`src/rtl/alu_seq_responder.sv`:
```
// ALU request/response front end. Logic and arithmetic ops go through a shared
// combinational alu in one cycle; shifts iterate one bit per cycle. One op in flight.

package alu_types_pkg;
   typedef enum logic [3:0] {
      ALU_AND = 4'h0,
      ALU_OR  = 4'h1,
      ALU_ADD = 4'h2,
      ALU_XOR = 4'h3,
      ALU_NOR = 4'h4,
      ALU_SUB = 4'h6,
      ALU_SLT = 4'h7,
      ALU_SLL = 4'h8,
      ALU_SRL = 4'h9,
      ALU_SRA = 4'hA
   } alu_control_t;

   typedef enum logic [1:0] {
      ST_IDLE  = 2'd0,
      ST_SHIFT = 2'd1,
      ST_RESP  = 2'd2
   } rsp_state_t;
endpackage

module alu
   import alu_types_pkg::*;
#(
   parameter int N = 32
) (
   input  logic [N-1:0] a,
   input  logic [N-1:0] b,
   input  alu_control_t control,
   output logic [N-1:0] y,
   output logic         overflow
);
   logic [N-1:0] sum;
   logic [N-1:0] diff;

   assign sum  = a + b;
   assign diff = a - b;

   always_comb begin
      y        = '0;
      overflow = 1'b0;
      case (control)
         ALU_AND: y = a & b;
         ALU_OR:  y = a | b;
         ALU_XOR: y = a ^ b;
         ALU_NOR: y = ~(a | b);
         ALU_ADD: begin
            y        = sum;
            overflow = (a[N-1] == b[N-1]) && (sum[N-1] != a[N-1]);
         end
         ALU_SUB: begin
            y        = diff;
            overflow = (a[N-1] != b[N-1]) && (diff[N-1] != a[N-1]);
         end
         ALU_SLT: y = {{(N-1){1'b0}}, ($signed(a) < $signed(b))};
         // Shifts are sequenced by the responder; unknown codes produce 0.
         default: y = '0;
      endcase
   end
endmodule

module alu_seq_responder
   import alu_types_pkg::*;
#(
   parameter int N     = 32,
   parameter int TAG_W = 4,
   parameter int CNT_W = 16
) (
   input  logic             clk,
   input  logic             rst_n,
   input  logic             req_valid,
   output logic             req_ready,
   input  logic [N-1:0]     req_a,
   input  logic [N-1:0]     req_b,
   input  alu_control_t     req_control,
   input  logic [TAG_W-1:0] req_tag,
   output logic             rsp_valid,
   input  logic             rsp_ready,
   output logic [N-1:0]     rsp_result,
   output logic             rsp_overflow,
   output logic             rsp_zero,
   output logic             rsp_equal,
   output logic [TAG_W-1:0] rsp_tag,
   output logic [CNT_W-1:0] ops_done,
   output rsp_state_t       dbg_state
);
   // Handshakes: a transfer happens on a clk edge where valid && ready are both
   // high; a source holds valid and its payload stable until that edge, and
   // ready never depends combinationally on the partner's valid.

   rsp_state_t   state;
   rsp_state_t   state_next;
   alu_control_t op_q;
   logic [N-1:0] work;
   logic [N-1:0] work_next;
   logic [4:0]   cnt;
   logic [4:0]   shamt;
   logic [N-1:0] alu_y;
   logic         alu_ov;
   logic         accept;
   logic         is_shift;
   logic         rsp_hs;

   alu #(.N(N)) u_alu (
      .a        (req_a),
      .b        (req_b),
      .control  (req_control),
      .y        (alu_y),
      .overflow (alu_ov)
   );

   assign shamt     = req_b[4:0];
   assign is_shift  = (req_control == ALU_SLL) || (req_control == ALU_SRL) ||
                      (req_control == ALU_SRA);
   assign accept    = req_valid && req_ready && (state == ST_IDLE);
   assign rsp_valid = (state == ST_RESP);
   assign rsp_hs    = rsp_valid && rsp_ready;
   assign dbg_state = state;

   always_ff @(posedge clk or negedge rst_n) begin
      if (!rst_n) state <= ST_IDLE;
      else        state <= state_next;
   end

   always_comb begin
      state_next = state;
      case (state)
         ST_IDLE: begin
            if (accept) begin
               if (is_shift && (shamt != 5'd0)) state_next = ST_SHIFT;
               else                             state_next = ST_RESP;
            end
         end
         ST_SHIFT: if (cnt == 5'd1) state_next = ST_RESP;
         ST_RESP:  if (rsp_ready)   state_next = ST_IDLE;
         default:  state_next = ST_IDLE;
      endcase
   end

   // Registered so that req_ready is low throughout reset and has no path from rsp_ready.
   always_ff @(posedge clk or negedge rst_n) begin
      if (!rst_n) req_ready <= 1'b0;
      else        req_ready <= (state_next == ST_IDLE);
   end

   always_comb begin
      work_next = work;
      case (op_q)
         ALU_SLL: work_next = {work[N-2:0], 1'b0};
         ALU_SRL: work_next = {1'b0, work[N-1:1]};
         ALU_SRA: work_next = {work[N-1], work[N-1:1]};
         default: work_next = work;
      endcase
   end

   always_ff @(posedge clk or negedge rst_n) begin
      if (!rst_n) begin
         op_q         <= ALU_AND;
         work         <= '0;
         cnt          <= '0;
         rsp_result   <= '0;
         rsp_overflow <= 1'b0;
         rsp_zero     <= 1'b0;
         rsp_equal    <= 1'b0;
         rsp_tag      <= '0;
      end else if (accept) begin
         op_q      <= req_control;
         rsp_tag   <= req_tag;
         rsp_equal <= (req_a == req_b);
         if (is_shift) begin
            if (shamt == 5'd0) begin
               rsp_result   <= req_a;
               rsp_overflow <= 1'b0;
               rsp_zero     <= (req_a == '0);
            end else begin
               work <= req_a;
               cnt  <= shamt;
            end
         end else begin
            rsp_result   <= alu_y;
            rsp_overflow <= alu_ov;
            rsp_zero     <= (alu_y == '0);
         end
      end else if (state == ST_SHIFT) begin
         work <= work_next;
         cnt  <= cnt - 5'd1;
         if (cnt == 5'd1) begin
            rsp_result   <= work_next;
            rsp_overflow <= 1'b0;
            rsp_zero     <= (work_next == '0);
         end
      end
   end

   always_ff @(posedge clk or negedge rst_n) begin
      if (!rst_n)      ops_done <= '0;
      else if (rsp_hs) ops_done <= ops_done + CNT_W'(1);
   end
endmodule

```
`config.mk`:
```
export PLATFORM = sky130hd
export DESIGN_NAME = alu_seq_responder
export DESIGN_NICKNAME = d
export VERILOG_FILES = /design/src/rtl/alu_seq_responder.sv
export SDC_FILE = /design/constraint.sdc
export NUM_CORES = 1
export LEC_CHECK = 0
export ABC_AREA = 1
export BUFFER_PORTS_ARGS = -buffer_cell sky130_fd_sc_hd__buf_4
export CORE_MARGIN = 2
export CORE_UTILIZATION = 30
export DETAILED_ROUTE_END_ITERATION = 7
export SLEW_MARGIN = 20
export SYNTH_ARGS = -nofsm -noshare
export SYNTH_HDL_FRONTEND = slang
export SYNTH_SLANG_ARGS = --single-unit
```
`constraint.sdc`:
```
create_clock -name clk -period 2.2 [get_ports clk]
set_input_delay 0.11 -clock clk [delete_from_list [all_inputs] [get_ports clk]]
set_output_delay 0.11 -clock clk [all_outputs]
set_load 0.03 [all_outputs]
```
==> results of run 1 <==
## final cells by class
cell class | instances | share of cell area
multi-input cells | 1523 | 0.494
repair buffers | 555 | 0.242
flip-flops and latches | 99 | 0.137
inverters | 344 | 0.0717
well taps | 525 | 0.0363
clock buffers | 11 | 0.0134
clock inverters | 5 | 0.00595
## synthesized netlist by cell type, types with 2 or more instances
cell      number
nand3_2        2
buf_1          3
ha_1         102
buf_6          3
nor3_1        12
xor2_1        11
nor4_1         4
clkbuf_1      40
o221ai_1      27
nand3b_1       3
fa_1           2
xnor2_1       11
a22oi_1        3
o21ai_0       78
nand4_1       33
inv_1        341
o22ai_1       46
nor3_2         2
or2_2          2
o211ai_1       5
buf_4          7
o21bai_1       6
dfrtp_1       99
nor2_2         6
nand2_2        9
buf_2         24
a221oi_1       9
nor2_1       266
and2_1         4
a21oi_1      102
nand2_1      561
a31oi_1       34
nor3b_1        3
a21oi_2        4
a211oi_1      11
inv_2          2
nand3_1      157
## critical path: stages
cell     delay, ns
buf_4         0.14
inv_1         0.10
ha_4          0.22
buf_4         0.17
nor2_4        0.13
inv_1         0.07
nor2_4        0.11
buf_4         0.13
a21oi_1       0.08
nand2_1       0.10
nand2_1       0.07
nand3_2       0.07
nand2_1       0.06
nor2_2        0.17
nand3_2       0.09
nor2_2        0.12
nand3_2       0.12
nor2_1        0.12
nand2_1       0.07
nand2_1       0.07
nand2_1       0.06
a21oi_2       0.12
## stage by stage
step / total power, uW / instance area, um^2 / instances / setup WS, ns
final: 14200 / 18100 / 3062 / -0.00473
after global routing: 15300 / 18100 / 3062 / -0.158
after CTS: 13900 / 17400 / 3051 / 0.00173
after detailed placement: 11800 / 16500 / 3027 / -0.732
after global placement: 11700 / 16500 / 3027 / -0.808
after floorplan: 8130 / 12100 / 2045 / 0.0454
## kinds of logic (layout without fill, tap and decap cells)
group,count (synthesis),after routing,synth area share
buffers and inverters,423,915,0.139
multiplexers,1,1,0.000933
flip-flops,99,99,0.205
XOR/XNOR,22,22,0.0160
adder cells (fa/ha/maj),104,104,0.109
AND/OR/NAND/NOR,1065,1065,0.365
AO/OA/AOI/OAI,331,331,0.165
## state kept, by name, summed over array words and instances, names as in the netlist
register,flops
ops_done,16
rsp_result,32
cnt,5
work,32
req_ready,1
rsp_equal,1
dbg_state,2
op_q,4
rsp_overflow,1
rsp_tag,4
rsp_zero,1
## worst max-delay path by stage
stage	endpoint	from	slack (ns)	depth (start not counted)
floorplan	ops_done[11]	dbg_state[1]	0.05	10
global placement	rsp_zero	req_b[21]	-0.81	17
detailed placement	rsp_zero	req_a[21]	-0.73	17
CTS	rsp_zero	req_a[17]	0.002	19
global route	rsp_zero	req_b[15]	-0.16	22
finish	rsp_zero	req_b[15]	-0.005	22
## routing by layer
layer  global-route usage  vias to the layer above
met3               0.0167                       85
met1                0.349                     7177
li1                     -                     7550
met2                0.430                      528
met4               0.0901                        0
met5                    0                        -
## repair_timing
action | in CTS | in global routing
hold endpoints to repair | 52 | 0
gates cloned | 0 | 0
gates resized for setup | 98 | 180
setup endpoints to repair | 8 | 17
setup buffers | 4 | 11
hold buffers | 5 | 0
pin swaps | 14 | 53
## power groups by stage
stage | registers, uW | clock network (uW) | logic [uW]
floorplan | 3860 | 0 | 4270
global placement | 3140 | 0 | 8570
detailed placement | 3160 | 0 | 8670
finish | 3130 | 1850 | 9230
CTS | 3130 | 1880 | 8870
global route | 3230 | 1950 | 10100
==> key figures, run 1 <==
Timing
  • Final worst-path cycle share: 1.00
  • RSZ-0062 raised after global routing: true
  • Hold Fails Final Rpt: 0
  • Slew HR: 0.538
  • Min Hold Slack: 0.0648 ns
  • Clk_skew: 0.00984 ns
  • Total negative setup slack: -0.00473 ns
  • Fmax: 454 MHz
  • Slew Limit Fails: 0
  • Slew at the pin with the worst max-slew slack: 0.693 ns
  • Setup violators final: 1
  • Final setup margin: -0.00473 ns
  • Tmin final: 2.20 ns

Route
  • Drt wl/cell: 17.8 um
  • DR vias/cell: 5.01
  • Antenna Violating Nets Remaining: 0
  • Highest routed layer: met4
  • Metal2 WL: 25,200 um
  • Met3 routed WL: 3200 um
  • # DRC: 0
  • Initial DRC Count: 1,258
  • Via count: 15,300
  • Drt pass-1 iters: 5
  • Met1 wire length: 24,400 um
  • Drt total wl: 54,600 um

Clock tree
  • CTS tree: done
  • Root buf cell: clkbuf_16
  • Clock-pin transition on the worst setup and hold timing paths: 0.07 ns
  • Max Root-Sink Buffers: 2
  • CTS H-tree lvls: 3
  • Worst skew pair latency: 0.35 ns
  • CTS buffer count: 9
  • CTS sink cnt: 99

Logic synthesis
  • Area contributors post-synth: dfrtp_1, nand2_1, inv_1
  • Distinct cells, synth: 48
  • Post-Syn Area: 12,100 um^2
  • Syn nets: 2,225
  • Ys flop type: dfrtp_1
  • Area share of the leading cell type in the synthesized netlist: 0.205
  • Asr flop ratio synth: 1.00
  • Sequential fraction of the synthesis area: 0.205
  • Number of synthesized flops with an enable pin: 0
  • Yosys warnings: 0
  • Flops & latches, synth: 99
  • Post-Syn Instances: 2,045
  • Post-Syn Area per Cell: 5.90 um^2
  • Area leader, netlist: dfrtp_1

Die
  • Die Height: 205 um
  • DIE WIDTH: 205 um
  • Initial Utilization: 0.304
  • Die ar.: 41,900 um^2
  • FP Rows: 73
  • Core footprint: 39,700 um^2
  • IO Count: 135

Global route
  • Initial antenna violation count: 1
  • Gr ovfl total: 0
  • Vias in the first global route: 14,800
  • First-pass GRT wire length: 83,100 um
  • Largest net degree at the start of global routing: 51
  • Gr usage total: 0.257

Run status
  • Status: finished, violations left
  • Failing checks: negative setup slack

Setup path
  • Worst Path Required: 2.48 ns
  • Cell count of the worst reg-to-reg path: 14
  • Worst setup EP type: register
  • Crit path kind: in2reg
  • Crit start category: primary input
  • Worst EP arrival: 2.49 ns
  • Crit Reg-Reg Startpoint: op_q[3]
  • Worst Path Max Fanout: 7
  • Reg2Reg Setup Slack: 0.07 ns
  • Worst R2R End: rsp_zero

Finish
  • P&R area growth vs syn: 49.7%
  • Register Area: 2480 um^2
  • ANT cells: 0
  • FILL cells: 4,157
  • Multi-input logic area: 8930 um^2
  • Share of cells above drive strength 1: 0.325
  • Most frequent cells in the layout: buf_4, nand2_1, inv_1
  • Finished Core Util: 0.455
  • Most common cell after layout, fill and taps aside: buf_4
  • Fin nets: 2,712

Pwr
  • Maximum vdd drop: 0.000533 V
  • Switching Fraction: 0.478
  • Power Density: 786 nW/um^2
  • Leakage: 0.00958 uW
  • Register share of total power: 0.220
  • Clock power frac: 0.130
  • Sw power: 6800 uW
  • Gate power share: 0.650
  • Cell Int Power: 7420 uW

Worst hold path
  • Hold depth: 3
  • Worst Hold Path EP: op_q[1]
  • Hold path start: req_control[1]
  • Hold WC Path Type: in2reg

Place
  • Dpl hpwl: 46,100 um
  • Port bufs: 134
  • RePlAce Congestion: 1.00

Run
  • Max cap viols: 0
No activity file was read; power rests on OpenSTA's default activity.
==> run 2: changes to the inputs <==
--- a/config.mk
+++ b/config.mk
@@ -9,2 +9,3 @@
 export BUFFER_PORTS_ARGS = -buffer_cell sky130_fd_sc_hd__buf_4
+export CORE_ASPECT_RATIO = 0.5
 export CORE_MARGIN = 2
--- a/constraint.sdc
+++ b/constraint.sdc
@@ -3,2 +3,2 @@
 set_output_delay 0.11 -clock clk [all_outputs]
-set_load 0.03 [all_outputs]
+set_load 0.005 [all_outputs]
==> run 2 against run 1 <==
The run still ends with negative setup slack left. Utilization grew 2.6 points. Clock skew rose by 0.0032 ns. Worst hold slack better by 0.015 ns. Die area increased by 0.23%.
==> key figures, run 2 (synthesized netlist as in run 1, its figures left out) <==
Finish
  • Final non-filler cell total: 3,126
  • Multi-input logic area: 9310 um^2
  • Share of cells above drive strength 1: 0.368
  • Most common cell after layout, fill and taps aside: buf_4
  • Register Area: 2480 um^2
  • P&R area growth vs syn: 56.4%
  • FILL cells: 4,046
  • Most frequent cells in the layout: buf_4, nand2_1, inv_1
  • Fin nets: 2,771
  • Finished Core Util: 0.481
  • ANT cells: 0
  • Design area: 18,900 um^2
  • Largest regs: rsp_result (32), work (32), ops_done (16)

Global route
  • Gr usage total: 0.268
  • Initial antenna violation count: 1
  • Gr ovfl total: 0
  • Vias in the first global route: 14,800
  • Largest net degree at the start of global routing: 79
  • First-pass GRT wire length: 86,400 um

Worst hold path
  • Hold WC Path Type: in2reg
  • Worst Hold Path EP: dbg_state[1]
  • Hold depth: 4
  • Hold path start: rsp_ready

Setup path
  • Cell count of the worst reg-to-reg path: 13
  • Crit Reg-Reg Startpoint: op_q[2]
  • Worst Path Required: 2.50 ns
  • Worst path max stage delay: 0.23 ns
  • Worst Path Max Fanout: 7
  • Worst Path Buf+Inv: 6
  • Most frequent CP cell: nand2_1
  • Worst R2R End: rsp_zero
  • Critical Path, Cell by Cell: buf_4 > inv_2 > ha_4 > buf_4 > nand2_2 > buf_4 > nand2_4 > inv_2 > buf_4 > nand2_1 > nand3_1 > nand2_1 > nor2_2 > nand3_1 > nor2_1 > nand3_2 > nor2_2 > nand3_1 > nor2_1 > nand2_1 > nand2_1 > nand2_1 > a21oi_2
  • Crit path kind: in2reg
  • Worst setup EP type: register
  • Top Family by Delay on Critical Path: simple AND/OR/NAND/NOR gates
  • CP max stage cell: ha_4
  • Crit start category: primary input
  • Reg2Reg Setup Slack: 0.09 ns
  • Worst EP arrival: 2.52 ns

Die
  • Die ar.: 42,000 um^2
  • IO Count: 135
  • Core footprint: 39,300 um^2
  • Die Height: 146 um
  • Initial Utilization: 0.307
  • DIE WIDTH: 288 um
  • FP Rows: 51

Place
  • Post-DP Area: 16,900 um^2
  • Cell total after placement: 3,079
  • RePlAce Congestion: 0.989
  • Port bufs: 134
  • Dpl hpwl: 47,300 um

Clock tree
  • Clock-pin transition on the worst setup and hold timing paths: 0.08 ns
  • Root buf cell: clkbuf_16
  • CTS H-tree lvls: 3
  • CTS buffer count: 9
  • CTS sink cnt: 99
  • Max Root-Sink Buffers: 2
  • Worst skew pair latency: 0.36 ns
  • CTS tree: done

Route
  • Drt wl/cell: 18.4 um
  • DR vias/cell: 5.01
  • Antenna Violating Nets Remaining: 0
  • Via count: 15,700
  • Drt total wl: 57,600 um
  • # DRC: 0
  • Drt pass-1 iters: 6
  • Initial DRC Count: 1,296

Timing
  • Slew HR: 0.489
  • Setup violators final: 1
  • Final worst-path cycle share: 1.01
  • Slew at the pin with the worst max-slew slack: 0.764 ns
  • Hold Fails Final Rpt: 0
  • Fmax: 451 MHz
  • Clk_skew: 0.0130 ns
  • RSZ-0062 raised after global routing: true
  • Tmin final: 2.22 ns
  • Slew Limit Fails: 0
  • Final setup margin: -0.0192 ns

Pwr
  • Sw power: 6240 uW
  • Register share of total power: 0.241
  • Power Density: 704 nW/um^2
  • Maximum vdd drop: 0.000519 V
  • Gate power share: 0.640
  • Leakage: 0.00991 uW
  • Clock power frac: 0.119
  • Switching Fraction: 0.469
  • Cell Int Power: 7060 uW

Run status
  • Failing checks: negative setup slack
  • Status: finished, violations left

Run
  • Max cap viols: 0
## run 2: power groups by stage
stage | Combinational, uW | Sequential [uW] | Clock [uW]
3_3_place_gp | 7780 | 3220 | 0
4_1_cts | 8100 | 3210 | 1620
2_1_floorplan | 4250 | 3070 | 0
5_1_grt | 9350 | 3300 | 1700
6_report | 8510 | 3210 | 1580
3_5_place_dp | 7840 | 3220 | 0
## run 2: cell type report
class / count / share of cell area
tap: 530 / 0.0351
multi-input combinational: 1523 / 0.493
clock buffer: 10 / 0.0121
clock inverter: 6 / 0.00305
timing repair buffer: 614 / 0.256
inverter: 344 / 0.0692
sequential: 99 / 0.131
## run 2: metrics by stage
| step | total power [uW] | hold WS [ns] | setup TNS [ns] | setup slack [ns] |
|---|---|---|---|---|
| CTS | 12900 | 0.0758 | 0 | 0.000679 |
| floorplan | 7320 | -0.186 | 0 | 0.0621 |
| global route | 14400 | 0.0827 | -0.186 | -0.147 |
| global placement | 11000 | 0.0263 | -9.63 | -0.810 |
| detailed placement | 11100 | 0.0204 | -9.74 | -0.751 |
| finish | 13300 | 0.0796 | -0.0192 | -0.0192 |
## run 2: timing repair
action | CTS | global route
hold buffers | 5 | 0
setup endpoints to repair | 11 | 19
gates cloned | 0 | 0
hold endpoints to repair | 25 | 0
gates resized for setup | 142 | 259
setup buffers | 14 | 12
pin swaps | 24 | 96
## run 2: worst max-delay path by stage
stage / from / endpoint / slack (ns) / cells past startpoint
2_1_floorplan: req_a[0] / rsp_zero / 0.06 / 21
3_3_place_gp: req_a[5] / rsp_zero / -0.81 / 21
3_5_place_dp: req_b[1] / rsp_zero / -0.75 / 20
4_1_cts: op_q[2] / rsp_zero / 0.0007 / 13
5_1_grt: req_a[16] / rsp_zero / -0.15 / 21
6_report: req_a[3] / rsp_zero / -0.02 / 23
## run 2: tightest hold or removal path, stage by stage
cell and delay [ns]:
buf_4 0.09, nor2_1 0.04, nor2_1 0.09, a21oi_1 0.06
## run 2: per-layer routing
metal | global-route usage | share of wire | up-vias
met2 | 0.387 | 0.41 | 574
met5 | 0 | 0 | -
li1 | - | - | 7678
met3 | 0.0458 | 0.086 | 71
met4 | 0.0710 | 0.022 | 0
met1 | 0.404 | 0.48 | 7337
